## src/rtl/mavg_mc.sv

```systemverilog
// Multi-channel time-multiplexed moving-sum filter, one sample per cycle, 1-cycle latency.
// Define MAVG_MC_AVG_EN to output the window average (acc >>> LD) instead of the raw sum.
module mavg_mc #(
    parameter int W     = 32,
    parameter int DEPTH = 4,
    parameter int CH    = 2,
    localparam int LD   = $clog2(DEPTH),
    localparam int CW   = (CH > 1) ? $clog2(CH) : 1,
    localparam int YW   = W + LD
) (
    input  logic          clk,
    input  logic          rst,
    input  logic          clr,
    input  logic          en,
    input  logic [CW-1:0] ch,
    input  logic [W-1:0]  x,
    output logic [YW-1:0] y,
    output logic [CW-1:0] y_ch,
    output logic          y_valid
);

    logic signed [W-1:0]  ring [CH][DEPTH];
    logic        [LD-1:0] ptr  [CH];
    logic signed [YW-1:0] acc  [CH];

    logic [31:0]          ch_ext;
    logic                 ch_ok;
    logic                 take;
    logic [CW-1:0]        ch_sel;
    logic signed [W-1:0]  old;
    logic signed [YW-1:0] x_ext;
    logic signed [YW-1:0] old_ext;
    logic signed [YW-1:0] acc_new;

    // Out-of-range channel indices are steered to channel 0 for the read path only;
    // take stays low so nothing is written.
    always_comb begin
        ch_ext  = 32'(ch);
        ch_ok   = (ch_ext < 32'(CH));
        take    = en && !clr && ch_ok;
        ch_sel  = ch_ok ? ch : '0;
        old     = ring[ch_sel][ptr[ch_sel]];
        x_ext   = {{LD{x[W-1]}}, x};
        old_ext = {{LD{old[W-1]}}, old};
        acc_new = acc[ch_sel] + x_ext - old_ext;
    end

    always_ff @(posedge clk or posedge rst) begin
        if (rst) begin
            for (int c = 0; c < CH; c++) begin
                for (int d = 0; d < DEPTH; d++) begin
                    ring[c][d] <= '0;
                end
                ptr[c] <= '0;
                acc[c] <= '0;
            end
            y       <= '0;
            y_ch    <= '0;
            y_valid <= 1'b0;
        end else if (clr) begin
            for (int c = 0; c < CH; c++) begin
                for (int d = 0; d < DEPTH; d++) begin
                    ring[c][d] <= '0;
                end
                ptr[c] <= '0;
                acc[c] <= '0;
            end
            y       <= '0;
            y_ch    <= '0;
            y_valid <= 1'b0;
        end else if (take) begin
            ring[ch_sel][ptr[ch_sel]] <= x;
            ptr[ch_sel]               <= ptr[ch_sel] + 1'b1;
            acc[ch_sel]               <= acc_new;
`ifdef MAVG_MC_AVG_EN
            y                         <= acc_new >>> LD;
`else
            y                         <= acc_new;
`endif
            y_ch                      <= ch_sel;
            y_valid                   <= 1'b1;
        end else begin
            y_valid <= 1'b0;
        end
    end

endmodule

```

## config.mk

```make
export PLATFORM = sky130hd
export DESIGN_NAME = mavg_mc
export DESIGN_NICKNAME = d
export VERILOG_FILES = /design/src/rtl/mavg_mc.sv
export SDC_FILE = /design/constraint.sdc
export NUM_CORES = 1
export LEC_CHECK = 0
export BUFFER_PORTS_ARGS = -buffer_cell sky130_fd_sc_hd__buf_2
export CORE_MARGIN = 3
export CORE_UTILIZATION = 38
export CTS_BUF_LIST = sky130_fd_sc_hd__clkbuf_8 sky130_fd_sc_hd__clkbuf_16
export DETAILED_ROUTE_END_ITERATION = 8
export PLACE_DENSITY = 0.58
export SYNTH_ARGS = -nofsm -noshare
export SYNTH_HDL_FRONTEND = slang
export SYNTH_SLANG_ARGS = --single-unit
```

## constraint.sdc

```tcl
create_clock -name clk -period 12.57 [get_ports clk]
set_input_delay 1.8855 -clock clk [delete_from_list [all_inputs] [get_ports clk]]
set_output_delay 1.8855 -clock clk [all_outputs]
set_load 0.01 [all_outputs]
```

==> impl_metrics.csv, run 1 <==
group,metric,value,unit
outcome,status,"finished, final reports clean",
die,coreArea,50300,um2
route,num_vias,15900,
critical_path,crit_required,12.98,ns
global_route,grt_pass1_wl,92.6,mm
synth,syn_area,19400,um2
clock_tree,cts-root-buf,"clkbuf_16",
clock_tree,cts_setup_buffers,0,
pwr,vdd_drop_max,0.0000931,V
clock_tree,cts_tree,"yes",
clock_tree,worst_skew_pair.late_latency,0.57,ns
synth,syn-num-nets,2374,
global_route,grt_use_total,22.1,%
timing,fin_skew,0.0150,ns
cells_and_area,layout_common_cells,"nand2_1, dfrtp_1, a21oi_1, inv_1, o21ai_0",
critical_path,worst_setup_path_start_kind,"primary input",
cells_and_area,fin_cells,2919,
global_route,grt-ovfl-total,0,
route,first_pass_iters,6,
die,boundaryPins,73,
global_route,grt_start_max_net_pins,114,
timing,layout_min_cycle_time,7.31,ns
cells_and_area,layout.nets,2328,
die,initial_utilization,38.6,%
timing,period_share,58.2,%
synth,synthFlopType,"dfrtp_1",
synth,synth.avg_cell_area,8.57,um2
die,die_w,232,um
route,vias_per_cell,5.46,
timing,setup_viol,0,
flow_run,max-cap-violations,0,
critical_path,crit_path_end_kind,"flop",
die,rows,82,
synth,seq_area_frac_synth,46.9,%
pwr,total_power,3.95,mW
synth,ys_ff_latch,364,
min_path,hold_path_class,"flop to flop",
clock_tree,ctsHoldBuffers,0,
timing,slew_violations,0,
synth,synth-edff-count,0,
cells_and_area,area_growth,10.5,%
timing,clock.fmax,137,MHz
clock_tree,h-tree-depth,2,
synth,synth.top_cell.area_share,46.9,%
synth,yosys_warnings,0,
clock_tree,numCtsBuffers,41,
critical_path,critPathKind,"primary input to flop",
cells_and_area,final_area,21500,um2
placement,postPlaceCellArea,20200,um2
timing,worstMarginPinSlew,1.19,ns
clock_tree,cts.sinks,364,
cells_and_area,utilization,42.7,%
timing,layout_setup_ws,5.26,ns
synth,async_flop_share,100,%
placement,dpl.cell_count,2848,
synth,synthesis.instances,2265,
die,dieHeight,232,um
critical_path,crit_fanout,60,
placement,place_ws,4.76,ns
route,wl_per_cell,20.2,um
clock_tree,cts.path.max_buffers,3,
cells_and_area,layout_commonest_cell,"nand2_1",
timing,fin_tns_setup,0,ns
timing,holdWs,0.469,ns
timing,finalHoldViolations,0,
timing,max_slew_margin,20.4,%
timing,rsz0062_at_grt,"false",
global_route,grt_pass1_vias,15500,
die,die_area,53900,um2
placement,io_buffers,72,
placement,hpwlAfterDp,36.1,mm
placement,place.gp.congestion,0.899,
global_route,antenna_found_initial,1,
clock_tree,ctsResizeCount,0,
pwr,leakagePower,9.86,nW
synth,yosys.area.top_type,"dfrtp_1",
route,drc,0,
pwr,pwr_density_cell,184,nW/um2
synth,synth.area.top_cells,"dfrtp_1, nand2_1, a21oi_1",
route,drt_iter0_drc,1709,
clock_tree,cts.clk_slew.worst_paths,0.06,ns
synth,yosysUniqueCellTypes,54,
cells_and_area,drive_gt1_share,9.48,%
route,ant_nets,0,
critical_path,cp.arrival,7.72,ns
route,wl,58.9,mm
[logic make-up (layout without fill, tap and decap cells)]
group / Yosys count / count (layout) / share of synthesized area, %
compound gates: 516 / 516 / 15.4
buf+inv: 298 / 279 / 5.81
flops: 364 / 364 / 46.9
other cells: 0 / 1 / 0
xor+xnor: 32 / 32 / 1.44
mux: 79 / 79 / 6.15
fa+ha+maj: 72 / 72 / 5.91
simple gates: 904 / 904 / 18.4
[routing by layer]
layer  vias to the layer above  wire [um]  global-route usage (%)  part of all wire (%)
met5                         -          0                       0                     0
met4                         0       1900                    7.55                   3.2
met3                        91       4180                    3.16                   7.1
met2                       546      26200                    34.1                    44
met1                      7927      26600                    31.9                    45
li1                       7363          -                       -                     -
[cells in the mapped netlist (all sizes together), types with 5 or more instances]
cell type	number
nand2	780
xnor2	17
nor3	8
o21bai	5
xor2	15
fa	33
clkbuf	175
a22o	63
ha	39
nand4	13
mux2i	44
a21o	16
inv	107
nor2	38
o21ai	103
dfrtp	364
and3	14
buf	16
nand3	34
mux4	32
a21oi	300
[final cells by class]
| class | instances | area [um2] |
|---|---|---|
| inverters | 107 | 409 |
| clock inverters | 25 | 204 |
| diodes | 1 | 2.50 |
| repair buffers | 102 | 597 |
| multi-input cells | 1603 | 9210 |
| fillers | 4966 | 28800 |
| well taps | 672 | 841 |
| clock buffers | 45 | 1080 |
| flip-flops and latches | 364 | 9110 |
[critical path, stage by stage]
cell	delay, ns
buf_4	0.61
mux2_4	0.62
inv_2	0.26
buf_4	0.63
nand2_1	0.11
nand3_1	0.10
o21ai_0	0.11
o21ai_0	0.40
fa_1	0.48
inv_1	0.06
ha_1	0.30
nand4_1	0.17
o22ai_1	0.15
or4b_4	0.56
o22ai_4	0.22
o31a_1	0.24
nor2_1	0.08
mux2i_1	0.42
o21ai_0	0.17
[registers in the layout (all words and copies together) (netlist names)]
signal   cells
ring       256
y_ch         1
ptr          4
y           34
y_valid      1
acc         68
[report_power, final]
| part | internal, mW | switching, mW | total [mW] | leakage, nW |
|---|---|---|---|---|
| logic | 0.493 | 0.913 | 1.41 | 4.19 |
| registers | 1.30 | 0.0729 | 1.37 | 5.01 |
| clock network | 0.678 | 0.490 | 1.17 | 0.670 |
[worst paths after layout]
kind	from	to	slack, ns	cells after the start
worst max register to register	ptr[3]$_DFFE_PP0P_	y[29]$_DFFE_PP0P_	6.95	18
max in group asynchronous	rst	ptr[0]$_DFFE_PP0P_	8.88	4
worst max-delay path	ch	y[29]$_DFFE_PP0P_	5.26	19
worst min-delay path	y[9]$_DFFE_PP0P_	y[9]$_DFFE_PP0P_	0.47	2
worst min register to register	y[9]$_DFFE_PP0P_	y[9]$_DFFE_PP0P_	0.47	2
min in group asynchronous	rst	ring[122]$_DFFE_PP0P_	1.44	2
Power figures use the tool's default switching activity.
==> run 2, diff against run 1 <==
Settings changed: PLACE_DENSITY 0.58 to 0.56.
Clock period 12.57 ns to 7.5 ns, I/O delays scaled along.
==> impl_metrics.csv, run 2 (synthesis gave the netlist of run 1 again) <==
group,metric,value,unit
critical_path,startpoint,"ch",
die,die_w,232,um
cells_and_area,top_regs,"ring x256, acc x68, y x34",
global_route,grt_use_total,22.2,%
global_route,grt_start_max_net_pins,180,
route,num_vias,16000,
cells_and_area,multi_input_area,9210,um2
route,ant_nets,0,
route,wl_per_cell,20.2,um
clock_tree,worst_skew_pair.late_latency,0.58,ns
critical_path,cp.arrival,5.90,ns
timing,period_share,73.0,%
timing,layout_setup_ws,2.03,ns
outcome,status,"finished, final reports clean",
pwr,vdd_drop_max,0.000166,V
clock_tree,cts.clk_slew.worst_paths,0.06,ns
pwr,swShare,37.0,%
critical_path,crit_path_end_kind,"flop",
pwr,p_clk_share,30.6,%
clock_tree,cts.sinks,364,
die,die_area,53900,um2
pwr,p_sw,2.45,mW
route,wl,59.1,mm
timing,fin_skew,0.0206,ns
critical_path,worst_setup_path_start_kind,"primary input",
placement,place.gp.congestion,0.861,
clock_tree,cts.path.max_buffers,3,
global_route,grt_pass1_vias,15800,
global_route,grt-ovfl-total,0,
cells_and_area,fin_cells,2925,
global_route,antenna_found_initial,2,
pwr,p_int,4.18,mW
timing,layout_min_cycle_time,5.47,ns
flow_run,max-cap-violations,0,
pwr,pwr-share-seq,34.6,%
route,vias_per_cell,5.48,
timing,fin_tns_setup,0,ns
die,rows,82,
route,drt_iter0_drc,1551,
clock_tree,numCtsBuffers,41,
cells_and_area,utilization,42.9,%
timing,rsz0062_at_grt,"false",
cells_and_area,layout.nets,2332,
route,drc,0,
cells_and_area,largest_reg_flops,256,
critical_path,reg2reg_from,"ptr[0]$_DFFE_PP0P_",
clock_tree,ctsResizeCount,0,
cells_and_area,seq_area,9110,um2
die,boundaryPins,73,
die,dieHeight,232,um
pwr,total_power,6.64,mW
clock_tree,ctsHoldBuffers,0,
cells_and_area,layout_commonest_cell,"nand2_1",
timing,worstMarginPinSlew,1.22,ns
min_path,min_from,"y[8]$_DFFE_PP0P_",
timing,setup_viol,0,
placement,io_buffers,72,
timing,finalHoldViolations,0,
global_route,grt_pass1_wl,93.5,mm
pwr,pwr_density_cell,307,nW/um2
die,coreArea,50300,um2
pwr,leakagePower,9.91,nW
timing,slew_violations,0,
clock_tree,h-tree-depth,2,
pwr,comb_power_share,34.7,%
timing,max_slew_margin,18.5,%
clock_tree,cts_tree,"yes",
cells_and_area,area_growth,11.2,%
critical_path,crit_required,7.93,ns
cells_and_area,drive_gt1_share,9.77,%
route,first_pass_iters,5,
clock_tree,cts-root-buf,"clkbuf_16",
placement,dpl.cell_count,2852,
clock_tree,cts_setup_buffers,0,
cells_and_area,layout_common_cells,"nand2_1, dfrtp_1, a21oi_1, inv_1, o21ai_0",
die,initial_utilization,38.6,%
placement,place_ws,1.56,ns
critical_path,crit_fanout,66,
cells_and_area,regMostFlops,"ring",
placement,hpwlAfterDp,35.9,mm
cells_and_area,num-fill-cells,4970,
critical_path,critPathKind,"primary input to flop",
min_path,hold_path_class,"flop to flop",
timing,clock.fmax,183,MHz
==> run 2: final timing paths <==
path,slack (ns),cells after the start,end
worst min register to register,0.47,1,y[8]$_DFFE_PP0P_
max in group asynchronous,5.44,3,ring[209]$_DFFE_PP0P_
worst min-delay path,0.47,1,y[8]$_DFFE_PP0P_
min in group asynchronous,0.63,2,ring[183]$_DFFE_PP0P_
worst max-delay path,2.03,16,acc[29]$_DFFE_PP0P_
worst max register to register,2.26,15,acc[29]$_DFFE_PP0P_
==> run 2: metrics by stage <==
stage / hold WS, ns / area, um2
2_1_floorplan: 0.444 / 19400
3_3_place_gp: 0.456 / 20200
3_5_place_dp: 0.461 / 20200
4_1_cts: 0.477 / 21600
5_1_grt: 0.501 / 21600
6_report: 0.473 / 21600
==> run 2: metal layers <==
metal	part of all wire (%)	global-route usage, %	vias up
met5	0.012	0	-
met4	2.3	5.85	2
met3	6.5	4.13	94
met2	45	34.8	515
met1	46	31.6	8010
li1	-	-	7396
==> run 2: final cells by class <==
class                   count  share of cell area, %
diodes                      2                 0.0232
multi-input cells        1603                   42.7
flip-flops and latches    364                   42.2
repair buffers            106                   3.14
inverters                 107                   1.88
well taps                 672                   3.89
clock buffers              47                   5.19
clock inverters            24                   1.03
==> run 2: power groups by stage <==
stage                     sequential [mW]  clock [mW]  combinational, mW
final                                2.30        2.03               2.31
after detailed placement             2.33           0               2.29
after global placement               2.32           0               2.26
after CTS                            2.30        2.07               2.29
after floorplan                      2.33           0               1.61
after global routing                 2.32        2.15               2.55
==> run 2: critical path: stages <==
cell,delay [ns]
buf_4,0.33
mux2i_4,0.28
buf_4,0.57
o21ai_0,0.18
o21ai_0,0.49
fa_1,0.51
inv_1,0.06
ha_1,0.30
nand4_1,0.18
o22ai_1,0.16
or4b_4,0.56
o22ai_4,0.22
o31a_1,0.22
nor2_1,0.07
mux2i_1,0.39
o21ai_0,0.17
==> run 3, diff against run 2 <==
Settings changed: PLACE_DENSITY 0.56 to 0.58.
Clock period 7.5 ns to 4.6 ns, I/O delays scaled along.
==> impl_metrics.csv, run 3 (synthesis gave the netlist of run 1 again) <==
group,metric,value,unit
die,coreArea,50300,um2
global_route,met3_usage,3.52,%
clock_tree,numCtsBuffers,40,
timing,holdWs,0.218,ns
timing,period_share,96.8,%
timing,slew_violations,0,
timing,fin_skew,0.0161,ns
critical_path,cp_common_cell,"o21ai_0",
placement,hpwlAfterDp,38.8,mm
route,ant_nets,0,
route,vias_per_cell,5.35,
clock_tree,ctsHoldBuffers,0,
timing,finalHoldViolations,0,
flow_run,max-cap-violations,0,
cells_and_area,area_growth,18.3,%
route,first_pass_iters,5,
timing,rsz0062_at_grt,"false",
die,initial_utilization,38.6,%
pwr,leakagePower,10.8,nW
die,rows,82,
placement,place.gp.congestion,0.894,
timing,setup_viol,0,
global_route,antenna_found_initial,3,
global_route,grt_pass1_wl,96.0,mm
cells_and_area,multi_input_area,9230,um2
route,drc,0,
global_route,grt-ovfl-total,0,
cells_and_area,layout_common_cells,"nand2_1, dfrtp_1, a21oi_1, buf_4, inv_1",
route,wl,60.4,mm
clock_tree,cts_tree,"yes",
clock_tree,cts.clk_slew.worst_paths,0.06,ns
global_route,grt_use_total,22.7,%
timing,layout_min_cycle_time,4.45,ns
critical_path,critPathKind,"flop to flop",
pwr,pwr_density_cell,516,nW/um2
cells_and_area,regMostFlops,"ring",
pwr,total_power,11.9,mW
clock_tree,worst_skew_pair.late_latency,0.57,ns
die,dieHeight,232,um
outcome,status,"finished, final reports clean",
route,wl_per_cell,19.5,um
critical_path,cp.arrival,4.89,ns
clock_tree,cts.sinks,364,
cells_and_area,final_area,23000,um2
critical_path,path_cells,"mux2_4 > inv_2 > buf_12 > nand2_1 > nand3_1 > o21ai_0 > o21ai_0 > fa_1 > inv_1 > ha_1 > nand4_1 > o22ai_1 > or4b_4 > o22ai_4 > o31a_1 > nor2_1 > mux2i_1 > buf_4 > o21ai_0",
route,drt_iter0_drc,1655,
timing,layout_setup_ws,0.148,ns
cells_and_area,layout.nets,2501,
critical_path,crit_fanout,8,
global_route,grtUsageMet2,35.5,%
timing,max_slew_margin,24.6,%
clock_tree,h-tree-depth,2,
cells_and_area,num-fill-cells,4884,
global_route,use_met1,32.8,%
critical_path,crit_required,5.03,ns
timing,clock.fmax,225,MHz
cells_and_area,top_regs,"ring x256, acc x68, y x34",
die,boundaryPins,73,
global_route,grt_start_max_net_pins,113,
min_path,hold_path_class,"primary input to async pin",
placement,postPlaceCellArea,21600,um2
clock_tree,cts.path.max_buffers,3,
critical_path,slowest_stage,"or4b_4",
clock_tree,cts-root-buf,"clkbuf_16",
critical_path,crit_path_end_kind,"flop",
placement,io_buffers,72,
die,die_w,232,um
cells_and_area,utilization,45.7,%
global_route,grt.busiest_layer,"met2",
cells_and_area,layout_commonest_cell,"nand2_1",
critical_path,critPathMaxStageDelay,0.55,ns
global_route,grt_pass1_vias,16500,
cells_and_area,seq_area,9110,um2
pwr,vdd_drop_max,0.000315,V
die,die_area,53900,um2
cells_and_area,drive_gt1_share,16.2,%
critical_path,worst_setup_path_start_kind,"flop",
placement,place_ws,-0.514,ns
route,num_vias,16500,
timing,worstMarginPinSlew,1.13,ns
cells_and_area,largest_reg_flops,256,
==> run 3: changes by cell type in the layout (fill, tap and decap cells not counted), moves of 5 or more <==
cell | previous run | this run
buf_4 | 31 | 190
buf_12 | 4 | 15
o21ai_0 | 98 | 89
o21ai_1 | 5 | 13
clkbuf_8 | 6 | 11
==> run 3: worst paths after layout <==
| path | startpoint | to | slack [ns] | cells past startpoint |
|---|---|---|---|---|
| max in group asynchronous | rst | acc[65]$_DFFE_PP0P_ | 3.26 | 4 |
| worst max-delay path | ptr[3]$_DFFE_PP0P_ | acc[29]$_DFFE_PP0P_ | 0.15 | 19 |
| worst min-delay path | rst | ring[92]$_DFFE_PP0P_ | 0.22 | 2 |
| worst min register to register | y_ch$_DFFE_PP0P_ | y_ch$_DFFE_PP0P_ | 0.47 | 2 |
| worst max register to register | ptr[3]$_DFFE_PP0P_ | acc[29]$_DFFE_PP0P_ | 0.15 | 19 |
| min in group clk | x[28] | ring[92]$_DFFE_PP0P_ | 0.45 | 3 |
==> run 3: cell type report <==
| class | count | share of cell area [%] |
|---|---|---|
| Multi-Input combinational cell | 1603 | 40.2 |
| Sequential cell | 364 | 39.7 |
| Timing Repair Buffer | 276 | 9.10 |
| Clock buffer | 51 | 5.07 |
| Tap cell | 672 | 3.66 |
| Inverter | 107 | 1.76 |
| Clock inverter | 20 | 0.572 |
| Antenna cell | 1 | 0.0109 |
==> run 3: power by group <==
group | total (mW) | switching (mW) | leakage (nW) | internal (mW)
clock | 3.18 | 1.35 | 0.677 | 1.84
combinational | 4.92 | 2.68 | 5.09 | 2.24
sequential | 3.75 | 0.200 | 5.01 | 3.55
total | 11.9 | 4.23 | 10.8 | 7.62
==> run 3: per-layer routing <==
layer / vias to the layer above / wire length [um] / share of wire (%)
met3: 86 / 4030 / 6.7
met2: 528 / 27400 / 45
met1: 8218 / 27500 / 46
met4: 4 / 1410 / 2.3
li1: 7707 / - / -
met5: - / 21 / 0.035
==> run 3: stage by stage <==
step	setup TNS [ns]	instances
after global placement	-8.50	3014
final	0	3094
after CTS	0	3085
after detailed placement	-10.87	3014
after floorplan	-353.89	2265
after global routing	0	3094
==> run 3: repair_timing <==
item                                    CTS  global route
resized for setup                         1             7
buffers inserted                          0             8
endpoints found under the setup margin    3            19
pin swaps                                 0             1
==> run 3: critical path: cells and delay by family, from the launching register on <==
family                   cells  cell delay (ns)
AO/OA/AOI/OAI                6             1.08
adder cells (fa/ha/maj)      2             0.75
buffers and inverters        4             0.58
flip-flops                   1             0.38
multiplexers                 2             0.63
AND/OR/NAND/NOR              5             0.90
